`config.mk`:
```
export PLATFORM = sky130hd
export DESIGN_NAME = mio_stall_ctrl
export DESIGN_NICKNAME = d
export VERILOG_FILES = /design/src/rtl/mio_stall_ctrl_pkg.sv /design/src/rtl/mio_timeout_cnt.sv /design/src/rtl/mio_stall_ctrl.sv
export SDC_FILE = /design/constraint.sdc
export NUM_CORES = 1
export LEC_CHECK = 0
export ABC_CLOCK_PERIOD_IN_PS = 4390
export BUFFER_PORTS_ARGS = -buffer_cell sky130_fd_sc_hd__buf_2
export CAP_MARGIN = 15
export CORE_MARGIN = 2
export CORE_UTILIZATION = 41
export DETAILED_ROUTE_END_ITERATION = 10
export HOLD_SLACK_MARGIN = 0.02
export PLACE_DENSITY = 0.76
export SYNTH_ARGS = -nofsm -noshare
export SYNTH_HDL_FRONTEND = slang
export SYNTH_HIERARCHICAL = 1
export SYNTH_SLANG_ARGS = --single-unit
```
`constraint.sdc`:
```
create_clock -name clk -period 4.39 [get_ports clk]
set_input_delay 1.0975 -clock clk [delete_from_list [all_inputs] [get_ports clk]]
set_output_delay 1.0975 -clock clk [all_outputs]
set_load 0.005 [all_outputs]
```
`src/rtl/mio_stall_ctrl_pkg.sv`:
```
// Shared types for the MIO access sequencer.
// State encodings and the data returned on an aborted access.
package mio_stall_ctrl_pkg;

  typedef enum logic [1:0] {
    MIO_IDLE = 2'd0,
    MIO_REQ  = 2'd1,
    MIO_WAIT = 2'd2,
    MIO_DONE = 2'd3
  } mio_state_e;

  typedef struct packed {
    logic        we;
    logic [31:0] addr;
    logic [31:0] wdata;
  } mio_req_t;

  localparam logic [31:0] TIMEOUT_DATA = 32'h0;

endpackage

```
`src/rtl/mio_timeout_cnt.sv`:
```
// Saturating wait counter for the MIO sequencer.
// tc flags the last allowed cycle; TIMEOUT of 0 never flags.
module mio_timeout_cnt #(
  parameter int TIMEOUT = 16,
  parameter int TO_W    = 5
) (
  input  logic clk,
  input  logic rst,
  input  logic clr,
  input  logic en,
  output logic tc
);

  logic [TO_W-1:0] cnt;

  always_ff @(posedge clk or posedge rst) begin
    if (rst) begin
      cnt <= '0;
    end else if (clr) begin
      cnt <= '0;
    end else if (en && (cnt != '1)) begin
      cnt <= cnt + 1'b1;
    end
  end

  assign tc = (TIMEOUT != 0) &&
              (cnt == TO_W'(TIMEOUT - 1));

endmodule

```
`src/rtl/mio_stall_ctrl.sv`:
```
// Stalls the CPU around one MIO bus access and
// releases it for a single commit cycle.
module mio_stall_ctrl
  import mio_stall_ctrl_pkg::*;
#(
  parameter int TIMEOUT = 16,
  parameter int TO_W    = 5
) (
  input  logic        clk,
  input  logic        rst,
  input  logic        CPU_MIO,
  input  logic        MemRW,
  input  logic [31:0] Addr_in,
  input  logic [31:0] Data_in,
  input  logic        MIO_ready,
  input  logic [31:0] Data_from_bus,
  output logic        stall,
  output logic        bus_req,
  output logic        bus_we,
  output logic [31:0] bus_addr,
  output logic [31:0] bus_wdata,
  output logic [31:0] rdata_out,
  output logic        busy,
  output logic        mem_timeout
);

  mio_state_e state_q;
  mio_state_e state_d;
  mio_req_t   req_q;

  logic capture;
  logic in_bus;
  logic tc;
  logic abort;

  assign capture = (state_q == MIO_IDLE) && CPU_MIO;
  assign in_bus  = (state_q == MIO_REQ) ||
                   (state_q == MIO_WAIT);
  assign abort   = (state_q == MIO_WAIT) &&
                   tc && !MIO_ready;

  // Counter reads 1 in REQ, so tc lands on the
  // last WAIT cycle of the allowed window.
  mio_timeout_cnt #(
    .TIMEOUT (TIMEOUT),
    .TO_W    (TO_W)
  ) u_cnt (
    .clk (clk),
    .rst (rst),
    .clr (state_q == MIO_DONE),
    .en  (capture || in_bus),
    .tc  (tc)
  );

  always_ff @(posedge clk or posedge rst) begin
    if (rst) begin
      state_q <= MIO_IDLE;
    end else begin
      state_q <= state_d;
    end
  end

  always_comb begin
    state_d = state_q;
    case (state_q)
      MIO_IDLE: begin
        if (CPU_MIO) state_d = MIO_REQ;
      end
      MIO_REQ: begin
        state_d = MIO_ready ? MIO_DONE
                            : MIO_WAIT;
      end
      MIO_WAIT: begin
        if (MIO_ready || tc) state_d = MIO_DONE;
      end
      MIO_DONE: state_d = MIO_IDLE;
      default:  state_d = MIO_IDLE;
    endcase
  end

  always_ff @(posedge clk or posedge rst) begin
    if (rst) begin
      req_q       <= '0;
      bus_req     <= 1'b0;
      rdata_out   <= '0;
      mem_timeout <= 1'b0;
    end else begin
      bus_req <= (state_d == MIO_REQ) ||
                 (state_d == MIO_WAIT);
      if (capture) begin
        req_q.we    <= MemRW;
        req_q.addr  <= Addr_in;
        req_q.wdata <= Data_in;
      end
      if (in_bus && MIO_ready && !req_q.we) begin
        rdata_out <= Data_from_bus;
      end
      if (abort) begin
        mem_timeout <= 1'b1;
        rdata_out   <= TIMEOUT_DATA;
      end
    end
  end

  // Reset forces stall low even while CPU_MIO is held.
  assign stall     = !rst && (capture || in_bus);
  assign busy      = (state_q != MIO_IDLE);
  assign bus_we    = req_q.we;
  assign bus_addr  = req_q.addr;
  assign bus_wdata = req_q.wdata;

endmodule
```
# After elaboration in Yosys (flattened, before gate mapping)
# Index checks and enable logic that the tools add are counted.
# classes
addsub	1
n_eq_ne	7
muxes	8
reduce_logical	18
# ops
operator	n
$mux 32	2
$mux 5	2
$pmux 2 s4	1
$logic_and 1x1->1	7
$eq 2x2->1 const B	3
$reduce_bool 2->1	3
$add 5x1->5 const B	1
$eq 5x4->1 const B	1
$ne 5x5->1 const B	1
$eq 2x1->1 const B	2
$logic_or 1x1->1	4
$mux 2	2
$logic_not 1->1	3
$logic_not 2->1	1
$mux 1	1
# word_totals
reg_bits	106
inputBits	101
out_inout_bits	101

# Depth between registers and ports, before layout
# Gate-level depths: netlist (run 1).
# depth
ltp_word	6
depth_mapped	8
ltp_nobuf	7

# By module
# Netlist (run 1), hierarchy kept.
# by_module_without_submodules
module	n_inst	cells_each	area_each_um2
mio_stall_ctrl	1	234	3812.4
mio_timeout_cnt	1	25	276.5

# Least setup slack after synthesis (run 1)
# OpenSTA, ideal clock, no wires.
# synth_path
path_type	input to output
from	in rst
to	out stall
arrival_time_ns	3.538
t_required_ns	3.293
slack_ns	-0.245
stages	2
cell_sequence	inv_1 and2_1
# synth_via
elab_chain_len	2
# synth_rtl
item	line_no	text
start, declared	mio_stall_ctrl.sv:10	input logic rst,
$logic_not 1->1	mio_stall_ctrl.sv:106	assign stall = !rst && (capture || in_bus);
$logic_and 1x1->1	mio_stall_ctrl.sv:106	
end, declared	mio_stall_ctrl.sv:17	output logic stall,
# Every way passes these cells.

# Worst setup path in the final report (run 1)
# layout_path
from	reg state_q[0]
to	out stall
# layout_via
elab_chain_len	4
# layout_rtl
item	line_no	text
start, declared	mio_stall_ctrl.sv:27	mio_state_e state_q;
start signal, assigned	mio_stall_ctrl.sv:59	state_q <= state_d;
$eq 2x1->1, or another cell as far along	mio_stall_ctrl.sv:37	assign in_bus = (state_q == MIO_REQ) ||
$logic_or 1x1->1 / $logic_and 1x1->1 (equally long branches)	mio_stall_ctrl.sv:37, mio_stall_ctrl.sv:36	
$logic_or 1x1->1 (*)	mio_stall_ctrl.sv:106	
$logic_and 1x1->1 (*)	mio_stall_ctrl.sv:106	
# Every way passes the cells marked *; elsewhere a longest branch is shown, timed or not.

==> results of run 1 <==
## synthesized netlist by cell type (all sizes together), types with 2 or more instances
master  instances  share of area [%]
xor2            2               0.43
nor2            7               0.64
mux2           66                 18
ha              8                2.4
buf            14                2.3
dfrtp         106                 65
inv             7               0.64
a22o           32                6.9
## cell type report
| class | instances | area, sq um |
|---|---|---|
| inverters | 7 | 30.0 |
| multi-input cells | 132 | 1320 |
| clock buffers | 10 | 138 |
| fillers | 835 | 4300 |
| clock inverters | 6 | 70.1 |
| flip-flops and latches | 106 | 2650 |
| well taps | 133 | 166 |
| repair buffers | 205 | 1060 |
## report_power, final
part / internal (W) / total [W] / leakage, nW / switching [W]
Sequential: 0.00147 / 0.00173 / 1.28 / 0.000263
Clock: 0.000286 / 0.000622 / 0.108 / 0.000336
Combinational: 0.000843 / 0.00151 / 1.45 / 0.000664
Total: 0.00260 / 0.00386 / 2.83 / 0.00126
## registers in the layout, summed over array words and instances (netlist names)
| register | flops |
|---|---|
| state_q | 2 |
| rdata_out | 32 |
| bus_wdata | 32 |
| u_cnt/cnt | 5 |
| bus_we | 1 |
| bus_addr | 32 |
| mem_timeout | 1 |
| bus_req | 1 |
## cell families (layout without fill, tap and decap cells)
kind of cell / after synthesis / after routing / synth area share, %
compound gates: 37 / 37 / 8.26
xor+xnor: 3 / 3 / 0.643
buf+inv: 21 / 228 / 2.97
fa+ha+maj: 8 / 8 / 2.45
mux: 67 / 67 / 18.4
simple gates: 17 / 17 / 2.39
flops: 106 / 106 / 64.9
## routing by layer
| metal | vias up | global-route usage [%] | share of wire, % |
|---|---|---|---|
| met1 | 1416 | 21.0 | 41 |
| met3 | 10 | 3.57 | 5.2 |
| met5 | - | 0 | 0 |
| met4 | 0 | 6.18 | 1.5 |
| li1 | 1324 | - | - |
| met2 | 110 | 32.0 | 52 |
## placed cells by master (no fill, tap or decap), drive strengths merged
| cell | netlist | layout |
|---|---|---|
| clkinv | 0 | 2 |
| a22o | 32 | 32 |
| and3b | 1 | 1 |
| and3 | 1 | 1 |
| clkinvlp | 0 | 1 |
| and2b | 1 | 1 |
| and2 | 1 | 1 |
| xor2 | 2 | 2 |
| bufinv | 0 | 1 |
| dfrtp | 106 | 106 |
| nor2b | 1 | 1 |
| ha | 8 | 8 |
| mux2i | 1 | 1 |
| nand3b | 1 | 1 |
| a221oi | 1 | 1 |
| clkbuf | 0 | 10 |
| inv | 7 | 9 |
| nand2b | 1 | 1 |
| a211oi | 1 | 1 |
| mux2 | 66 | 66 |
| buf | 14 | 205 |
| a31o | 1 | 1 |
| nand4 | 1 | 1 |
| o21ai | 1 | 1 |
| nand2 | 1 | 1 |
| xnor2 | 1 | 1 |
| a31oi | 1 | 1 |
| nor3 | 1 | 1 |
| nor2 | 7 | 7 |
## worst reg2reg max path: cells and delay by family (launching register included)
kind | cells | cell delay (ns)
adder cells (fa/ha/maj) | 1 | 0.36
AO/OA/AOI/OAI | 2 | 0.97
flip-flops | 1 | 0.44
buffers and inverters | 1 | 0.11
AND/OR/NAND/NOR | 1 | 0.30
## worst min-delay path by stage
stage                             end  slack (ns)  cells after the start
after floorplan           mem_timeout        0.47                      1
after global placement    mem_timeout        0.46                      1
after detailed placement  mem_timeout        0.46                      1
after CTS                 mem_timeout        0.49                      1
after global routing      bus_addr[7]        0.51                      1
final                     mem_timeout        0.47                      1
## stage by stage
step	instances	worst slack [ns]	utilization, %	hold WS (ns)	total power (W)
6_report	599	1.56	55.8	0.475	0.00386
4_1_cts	598	1.53	55.5	0.486	0.00389
2_1_floorplan	259	0.352	-	0.466	0.00259
3_3_place_gp	582	1.42	53.4	0.458	0.00318
3_5_place_dp	582	1.33	53.4	0.463	0.00326
5_1_grt	599	1.45	55.8	0.510	0.00414
==> results by group, run 1 <==
Global routing
  • Largest net degree at the start of global routing: 66
  • First-pass GRT wire length: ~15000 microns
  • GRT Total Usage: 17.7%
  • Vias in the first global route: around 3.1k
  • Initial antenna violation count: 0
  • Grt ovf: 0

Drt
  • 1st-pass router iterations: 4
  • Post-DRT Antenna Nets: 0
  • Routed WL: about 9400 microns
  • DRC viols: 0
  • Via count: ~2.9k
  • Initial DRC count: 98
  • Vias/cell: 4.77
  • Average wire per standard cell: 15.8 microns

Clock tree
  • Max clock buf depth: 2
  • Hold_buf cts: 0
  • Worst-path clk slew: ~0.10 ns
  • CTS root buf: clkbuf_8
  • Worst skew pair latency: 0.36 ns
  • Post CTS Setup Buffer Count: 0
  • CTS Buf Count: 9
  • # clock sinks: 106
  • CTS tree: built
  • H-tree level count: 3
  • CTS-repair resized insts: 0

STA
  • RSZ-0062 raised after global routing: no
  • Final Setup Violations: 0
  • Final Cycle Share: around 64%
  • Relative slew slack: a little over two fifths
  • TNS Setup: 0 ns
  • Slew Viols, Final: 0
  • Clock skew: 0.0138 ns
  • F_max: between 0.3 and 0.4 GHz
  • Final Hold Viols: 0
  • Crit path time final: about 2.8 ns
  • Worst Max-Slew Pin Slew: 0.854 ns

Synth
  • Register bit total from synthesis: 106
  • Ys flop type: dfrtp_1
  • Syn Area/Cell: 15.8 sq um
  • Post-synthesis sequential area ratio: 64.9%
  • EDFF count, synth: 0
  • Synth Warn #: 6
  • Synth cell types: 27
  • Synthesized Nets: 368
  • Mapped Area: about 0.004 sq mm
  • Post-synthesis cell count: 259
  • Asr flop ratio synth: 100%

Floorplan
  • CORE AREA: 0.00973 sq mm
  • Starting Density: 42.0%
  • Die span in x: 104 microns
  • Die area: 0.0108 sq mm
  • Cell row count: 36
  • Die Ht: 104 microns
  • I/O pin count: about 200

Worst setup path
  • Cell family with most CP delay: flip-flops
  • CP bufs+invs: 2
  • CP max stage delay: approximately 0.44 ns
  • Peak fanout along the critical path: 5
  • Reg2Reg Capture Point: rdata_out[3]
  • Reg2Reg Depth: 5
  • Worst-path cell chain: inv_1 -> ha_1 -> nand2b_1 -> and2_1 -> buf_2
  • Worst R2R Setup Slack: approximately 2.2 ns
  • RR Startpoint: state_q[0]
  • Crit. End Element: output pin
  • Req. time, crit path: 3.29 ns
  • Crit start category: flop
  • Worst setup endpoint: stall
  • CP Launch Point: state_q[0]
  • Crit path depth: 5
  • Critical setup path kind: reg2out
  • Worst Path Arrival: about 1.7 ns
  • Slowest stage cell, crit path: dfrtp_1

Placed design
  • Hpwl dp: 7070 microns
  • Area post-placement: slightly above 0.005 sq mm
  • Placer Congestion: 0.703
  • PortBufs: 201

Power
  • Power density cells: 711 mW/mm^2
  • Leak: approximately 2.8 nW
  • Max VDD drop: around 0.00045 V

Run
  • Max-cap violations: 0

Layout
  • Nets@finish: 570
  • Layout cells sized above 1: 54.1%
  • Area delta synth->final: 32.8%
  • Antenna Cells: 0
  • Final design area excluding fillers: between 0.005 and 0.006 sq mm

Run status
  • Status: completed

Worst hold path
  • Hold Path Class: reg2reg
  • Hold Path Origin: mem_timeout
(Power assumes the default switching activity.)
==> run 2, diff against run 1 <==
Settings changed: ABC_CLOCK_PERIOD_IN_PS 4390 to 2300.
Clock period 4.39 ns to 2.3 ns, I/O delays scaled along.
==> run 2 against run 1 <==
Sequential share of layout area fell by 0.39 points. Non-clock buffer count is 2 higher. Clock skew decreased by 0.0010 ns. Power is 93% higher. Count of clock-buffer cells in the layout grew 1. Largest power group unchanged. Sequential cell count stayed put.
==> results by group, run 2 (synthesized netlist as in run 1, its figures left out) <==
Placed design
  • Placer Congestion: 0.734 (+4.5%)
  • PortBufs: 201 (unchanged)
  • Hpwl dp: 6580 microns (-6.9%)
  • Area post-placement: 0.00524 sq mm (+0.87%)

Floorplan
  • Die area: 0.0108 sq mm (unchanged)
  • Die span in x: 104 microns (unchanged)
  • Starting Density: 42.0% (unchanged)
  • I/O pin count: 202 (unchanged)
  • Cell row count: 36 (unchanged)
  • CORE AREA: 0.00973 sq mm (unchanged)
  • Die Ht: 104 microns (unchanged)

Power
  • Leak: 2.86 nW (+0.85%)
  • Power density cells: 1360 mW/mm^2 (+91%)
  • Internal power: 0.00502 W (+93%)
  • Max VDD drop: 0.000848 V (+89%)
  • Combinational share of power: 39.4% (+0.3 points)
  • Flop pwr share: 44.0% (-0.8 points)
  • Sw Ratio: 32.5% (-0.20 points)
  • Power Total: 0.00744 W (+93%)
  • P_sw: 0.00242 W (+92%)
  • Clock power frac: 16.7% (+0.6 points)

Worst setup path
  • Slowest stage cell, crit path: dfrtp_1
  • Crit start category: flop
  • Critical setup path kind: reg2out
  • CP bufs+invs: 2 (unchanged)
  • CP max stage delay: 0.38 ns (-0.06 ns)
  • Worst Path Arrival: 1.61 ns (-0.12 ns)
  • Worst R2R Setup Slack: 0.45 ns (-1.70 ns)
  • Crit. End Element: output pin
  • Req. time, crit path: 1.73 ns (-1.56 ns)
  • Worst-path cell chain: inv_1 -> ha_1 -> nand2b_1 -> and2_1 -> buf_2
  • Peak fanout along the critical path: 4 (-1)
  • Cell family with most CP delay: flip-flops

Run
  • Max-cap violations: 0 (unchanged)

Drt
  • Via count: 2879 (+0.66%)
  • Initial DRC count: 88 (-10%)
  • DRC viols: 0 (unchanged)
  • Average wire per standard cell: 15.2 microns (-3.5%)
  • Routed WL: 9140 microns (-3.2%)
  • Post-DRT Antenna Nets: 0 (unchanged)
  • 1st-pass router iterations: 4 (unchanged)
  • Vias/cell: 4.79 (+0.33%)

Clock tree
  • CTS tree: built
  • H-tree level count: 3 (unchanged)
  • # clock sinks: 106 (unchanged)
  • Worst-path clk slew: 0.11 ns (about the same)
  • CTS Buf Count: 9 (unchanged)
  • Max clock buf depth: 2 (unchanged)
  • Worst skew pair latency: 0.36 ns (about the same)
  • Hold_buf cts: 0 (unchanged)
  • CTS root buf: clkbuf_8

STA
  • Relative slew slack: 63.1% (+20 points)
  • TNS Setup: 0 ns (unchanged)
  • Final Setup Violations: 0 (unchanged)
  • Final Cycle Share: 95.1%
  • Slew Viols, Final: 0 (unchanged)
  • Worst Max-Slew Pin Slew: 0.553 ns (-0.301 ns)
  • Crit path time final: 2.19 ns
  • Final Hold Viols: 0 (unchanged)
  • F_max: between 0.4 and 0.5 GHz
  • Hold Slack: 0.119 ns (-0.356 ns)
  • Clock skew: 0.0127 ns (-0.00104 ns)

Layout
  • Final design area excluding fillers: 0.00547 sq mm (+0.81%)
  • Fillers: 831 (-0.48%)
  • Layout cells sized above 1: 54.3% (+0.20 points)
  • Footprint of the multi-input gates: 0.00132 sq mm (unchanged)
  • Antenna Cells: 0 (unchanged)
  • Commonest non-fill, non-tap cell in the layout: buf_2
  • FF+latch area: 0.00265 sq mm (unchanged)
  • Most frequent cells in the layout: buf_2, dfrtp_1, mux2_1
  • Area delta synth->final: 33.9%
  • Nets@finish: 572 (+0.35%)

Global routing
  • Vias in the first global route: 2993 (-3.8%)
  • Grt ovf: 0 (unchanged)
  • Largest net degree at the start of global routing: 102 (+55%)
  • First-pass GRT wire length: 14700 microns (-4.0%)
  • Initial antenna violation count: 0 (unchanged)
  • GRT Total Usage: 17.0% (-0.73 points)

Run status
  • Status: completed

Worst hold path
  • Hold Path Class: in2async
## run 2: timing repair
item | in CTS | in global routing
setup endpoints to repair | 1 | 1
hold endpoints to repair | 0 | 0
buffers inserted | 1 | 1
resized for setup | 0 | 0
gates cloned | 0 | 0
## run 2: metrics by stage
step                      setup WS (ns)  instances  utilization, %
after floorplan                  -0.693        259               -
after global placement            0.433        583            53.9
after detailed placement          0.399        583            53.9
after CTS                        0.0809        600            56.2
after global routing           -0.00493        601            56.3
final                             0.112        601            56.3
## run 2: final cells by class
cell class	instances	share of cell area [%]
Tap cell	133	3.04
Timing Repair Buffer	207	19.9
Sequential cell	106	48.5
Clock inverter	5	1.23
Multi-Input combinational cell	132	24.1
Clock buffer	11	2.77
Inverter	7	0.549
## run 2: worst paths after layout
path,from,end,cells after the start
min,rst,u_cnt/cnt[0],2
max reg2reg,u_cnt/cnt[0],rdata_out[13],6
max in group asynchronous,rst,rdata_out[8],3
min reg2reg,mem_timeout,mem_timeout,1
min in group clk,Addr_in[5],bus_addr[5],2
max,state_q[1],stall,5
## run 2: per-layer routing
layer | track usage, % | part of all wire (%) | vias to the layer above
li1 | - | - | 1328
met1 | 20.2 | 41 | 1434
met2 | 30.1 | 52 | 105
met3 | 4.14 | 5.7 | 12
met4 | 5.89 | 1.6 | 0
met5 | 0 | 0 | -
## run 2: worst register-to-register path: cells and delay by family, from the launching register on
family / cells / cell delay [ns]
fa+ha+maj: 2 / 0.44
compound gates: 2 / 0.51
buf+inv: 1 / 0.21
simple gates: 1 / 0.19
flops: 1 / 0.42
## run 2: power groups by stage
stage                     Combinational [W]  Clock, W  Sequential [W]
after floorplan                     0.00158         0         0.00336
after global placement              0.00283         0         0.00328
after detailed placement            0.00295         0         0.00331
after CTS                           0.00297   0.00128         0.00327
after global routing                0.00322   0.00136         0.00340
final                               0.00293   0.00124         0.00327
==> run 3, diff against run 2 <==
Settings changed: SETUP_SLACK_MARGIN from default to 0.2.
==> run 3 against run 2 <==
Utilization grew 0.68 points. Largest cell class unchanged. Worst setup slack improved by 0.16 ns. Critical path type unchanged. First-iteration DRC count is 1.1% higher. Combinational power rose by 6%. Clock skew is 0.0014 ns lower. Hold slack is essentially flat. Count of clock-buffer cells in the layout unchanged. Clock power hardly changed. Largest power group unchanged. Routed wire length is 1.2% higher. Global-route usage grew 0.14 points.
==> results by group, run 3 (synthesized netlist as in run 1, its figures left out) <==
Run
  • Max-cap violations: 0 (unchanged)

Power
  • Leak: 2.89 nW (+1.1%)
  • Max VDD drop: 0.000853 V (+0.57%)
  • Power Total: 0.00761 W (+2.2%)
  • Power density cells: 1370 mW/mm^2 (+0.98%)

Clock tree
  • Worst skew pair latency: 0.36 ns (about the same)
  • Hold_buf cts: 0 (unchanged)
  • H-tree level count: 3 (unchanged)
  • # clock sinks: 106 (unchanged)
  • Max clock buf depth: 2 (unchanged)
  • CTS root buf: clkbuf_8
  • CTS Buf Count: 9 (unchanged)
  • CTS tree: built
  • Worst-path clk slew: 0.11 ns (about the same)

STA
  • Clock skew: 0.0113 ns (-0.00140 ns)
  • Hold Slack: 0.119 ns (-0.000367 ns)
  • TNS Setup: 0 ns (unchanged)
  • Worst Setup Slack, final: 0.273 ns (+0.161 ns)
  • Final Setup Violations: 0 (unchanged)
  • Final Hold Viols: 0 (unchanged)
  • Relative slew slack: 62.7% (-0.44 points)
  • Slew Viols, Final: 0 (unchanged)
  • Crit path time final: 2.03 ns (-0.161 ns)
  • F_max: 0.493 GHz (+7.9%)
  • RSZ-0062 raised after global routing: no
  • Worst Max-Slew Pin Slew: 0.560 ns (+0.00658 ns)
  • Final Cycle Share: 88.1% (-7.0 points)

Drt
  • 1st-pass router iterations: 4 (unchanged)
  • Post-DRT Antenna Nets: 0 (unchanged)
  • DRC viols: 0 (unchanged)
  • Average wire per standard cell: 15.3 microns (+0.39%)
  • Initial DRC count: 89 (+1.1%)
  • Vias/cell: 4.78 (-0.14%)
  • Routed WL: 9250 microns (+1.2%)
  • Via count: 2899 (+0.69%)

Floorplan
  • Die Ht: 104 microns (unchanged)
  • CORE AREA: 0.00973 sq mm (unchanged)
  • Cell row count: 36 (unchanged)
  • Die area: 0.0108 sq mm (unchanged)
  • Die span in x: 104 microns (unchanged)
  • I/O pin count: 202 (unchanged)
  • Starting Density: 42.0% (unchanged)

Layout
  • Commonest non-fill, non-tap cell in the layout: buf_2
  • Nets@finish: 577 (+0.87%)
  • Most frequent cells in the layout: buf_2, dfrtp_1, mux2_1
  • Footprint of the multi-input gates: 0.00134 sq mm (+1.7%)
  • Antenna Cells: 0 (unchanged)
  • Util after Layout: 56.9% (+0.68 points)
  • Layout cells sized above 1: 55.8% (+1.5 points)
  • Fillers: 822 (-1.1%)
  • FF+latch area: 0.00265 sq mm (unchanged)
  • Area delta synth->final: 35.5%

Worst setup path
  • Critical setup path kind: reg2out
  • Worst-path cell chain: inv_2 -> ha_4 -> nand2b_4 -> and2_4 -> buf_6
  • Peak fanout along the critical path: 4 (unchanged)
  • Worst Path Arrival: 1.45 ns (-0.16 ns)
  • Req. time, crit path: 1.73 ns (about the same)
  • CP max stage delay: 0.40 ns (+0.02 ns)
  • Crit start category: flop
  • Crit. End Element: output pin
  • Slowest stage cell, crit path: dfrtp_1

Global routing
  • First-pass GRT wire length: 14900 microns (+0.79%)
  • Largest net degree at the start of global routing: 102 (unchanged)
  • Vias in the first global route: 3010 (+0.57%)
  • Grt ovf: 0 (unchanged)
  • GRT Total Usage: 17.1% (+0.14 points)
  • Initial antenna violation count: 0 (unchanged)

Placed design
  • Placer Congestion: 0.734 (unchanged)
  • Hpwl dp: 6580 microns (unchanged)
  • Pre-CTS WS: 0.399 ns (unchanged)
  • PortBufs: 201 (unchanged)

Run status
  • Status: completed

Worst hold path
  • Hold Path Class: in2async
run 3: metal layers:
| metal | vias to the layer above | share of wire, % | GRT usage, % |
|---|---|---|---|
| li1 | 1337 | - | - |
| met1 | 1439 | 41 | 20.3 |
| met2 | 108 | 52 | 30.5 |
| met3 | 15 | 5.8 | 4.14 |
| met4 | 0 | 2.0 | 5.89 |
| met5 | - | 0 | 0 |
run 3: what timing repair did:
item / in CTS / in global routing
endpoints found under the setup margin: 1 / 1
pin swaps: 0 / 2
gates resized for setup: 3 / 3
buffers inserted: 2 / 5
run 3: worst max-delay path: cells and delay by family, from the launching register on:
kind / cells / cell delay, ns
and+or+nand+nor: 2 / 0.27
adders and majority gates: 1 / 0.22
buffers and inverters: 2 / 0.20
DFF: 1 / 0.40
run 3: through the flow:
step	std cells	instance area, sq um
after floorplan	259	4090
after global placement	583	5240
after detailed placement	583	5240
after CTS	601	5490
after global routing	606	5540
final	606	5540
run 3: worst paths after layout:
kind | endpoint | start | depth (start not counted) | slack (ns)
worst min-delay path | u_cnt/cnt[0] | rst | 2 | 0.12
worst max register to register | rdata_out[13] | u_cnt/cnt[0] | 6 | 0.45
worst max-delay path | stall | state_q[1] | 5 | 0.27
worst min register to register | mem_timeout | mem_timeout | 1 | 0.48
max in group asynchronous | rdata_out[8] | rst | 3 | 1.49
min in group clk | bus_addr[5] | Addr_in[5] | 2 | 0.42
run 3: power breakdown:
group	switching (W)	internal, W
registers	0.000473	0.00280
logic	0.00133	0.00176
clock network	0.000658	0.000582
run 3: cell type report:
class / instances / share of cell area (%)
tap: 133 / 3.00
clock inverter: 5 / 1.22
multi-input combinational: 132 / 24.2
clock buffer: 11 / 2.73
timing repair buffer: 212 / 20.4
sequential: 106 / 47.9
inverter: 7 / 0.542
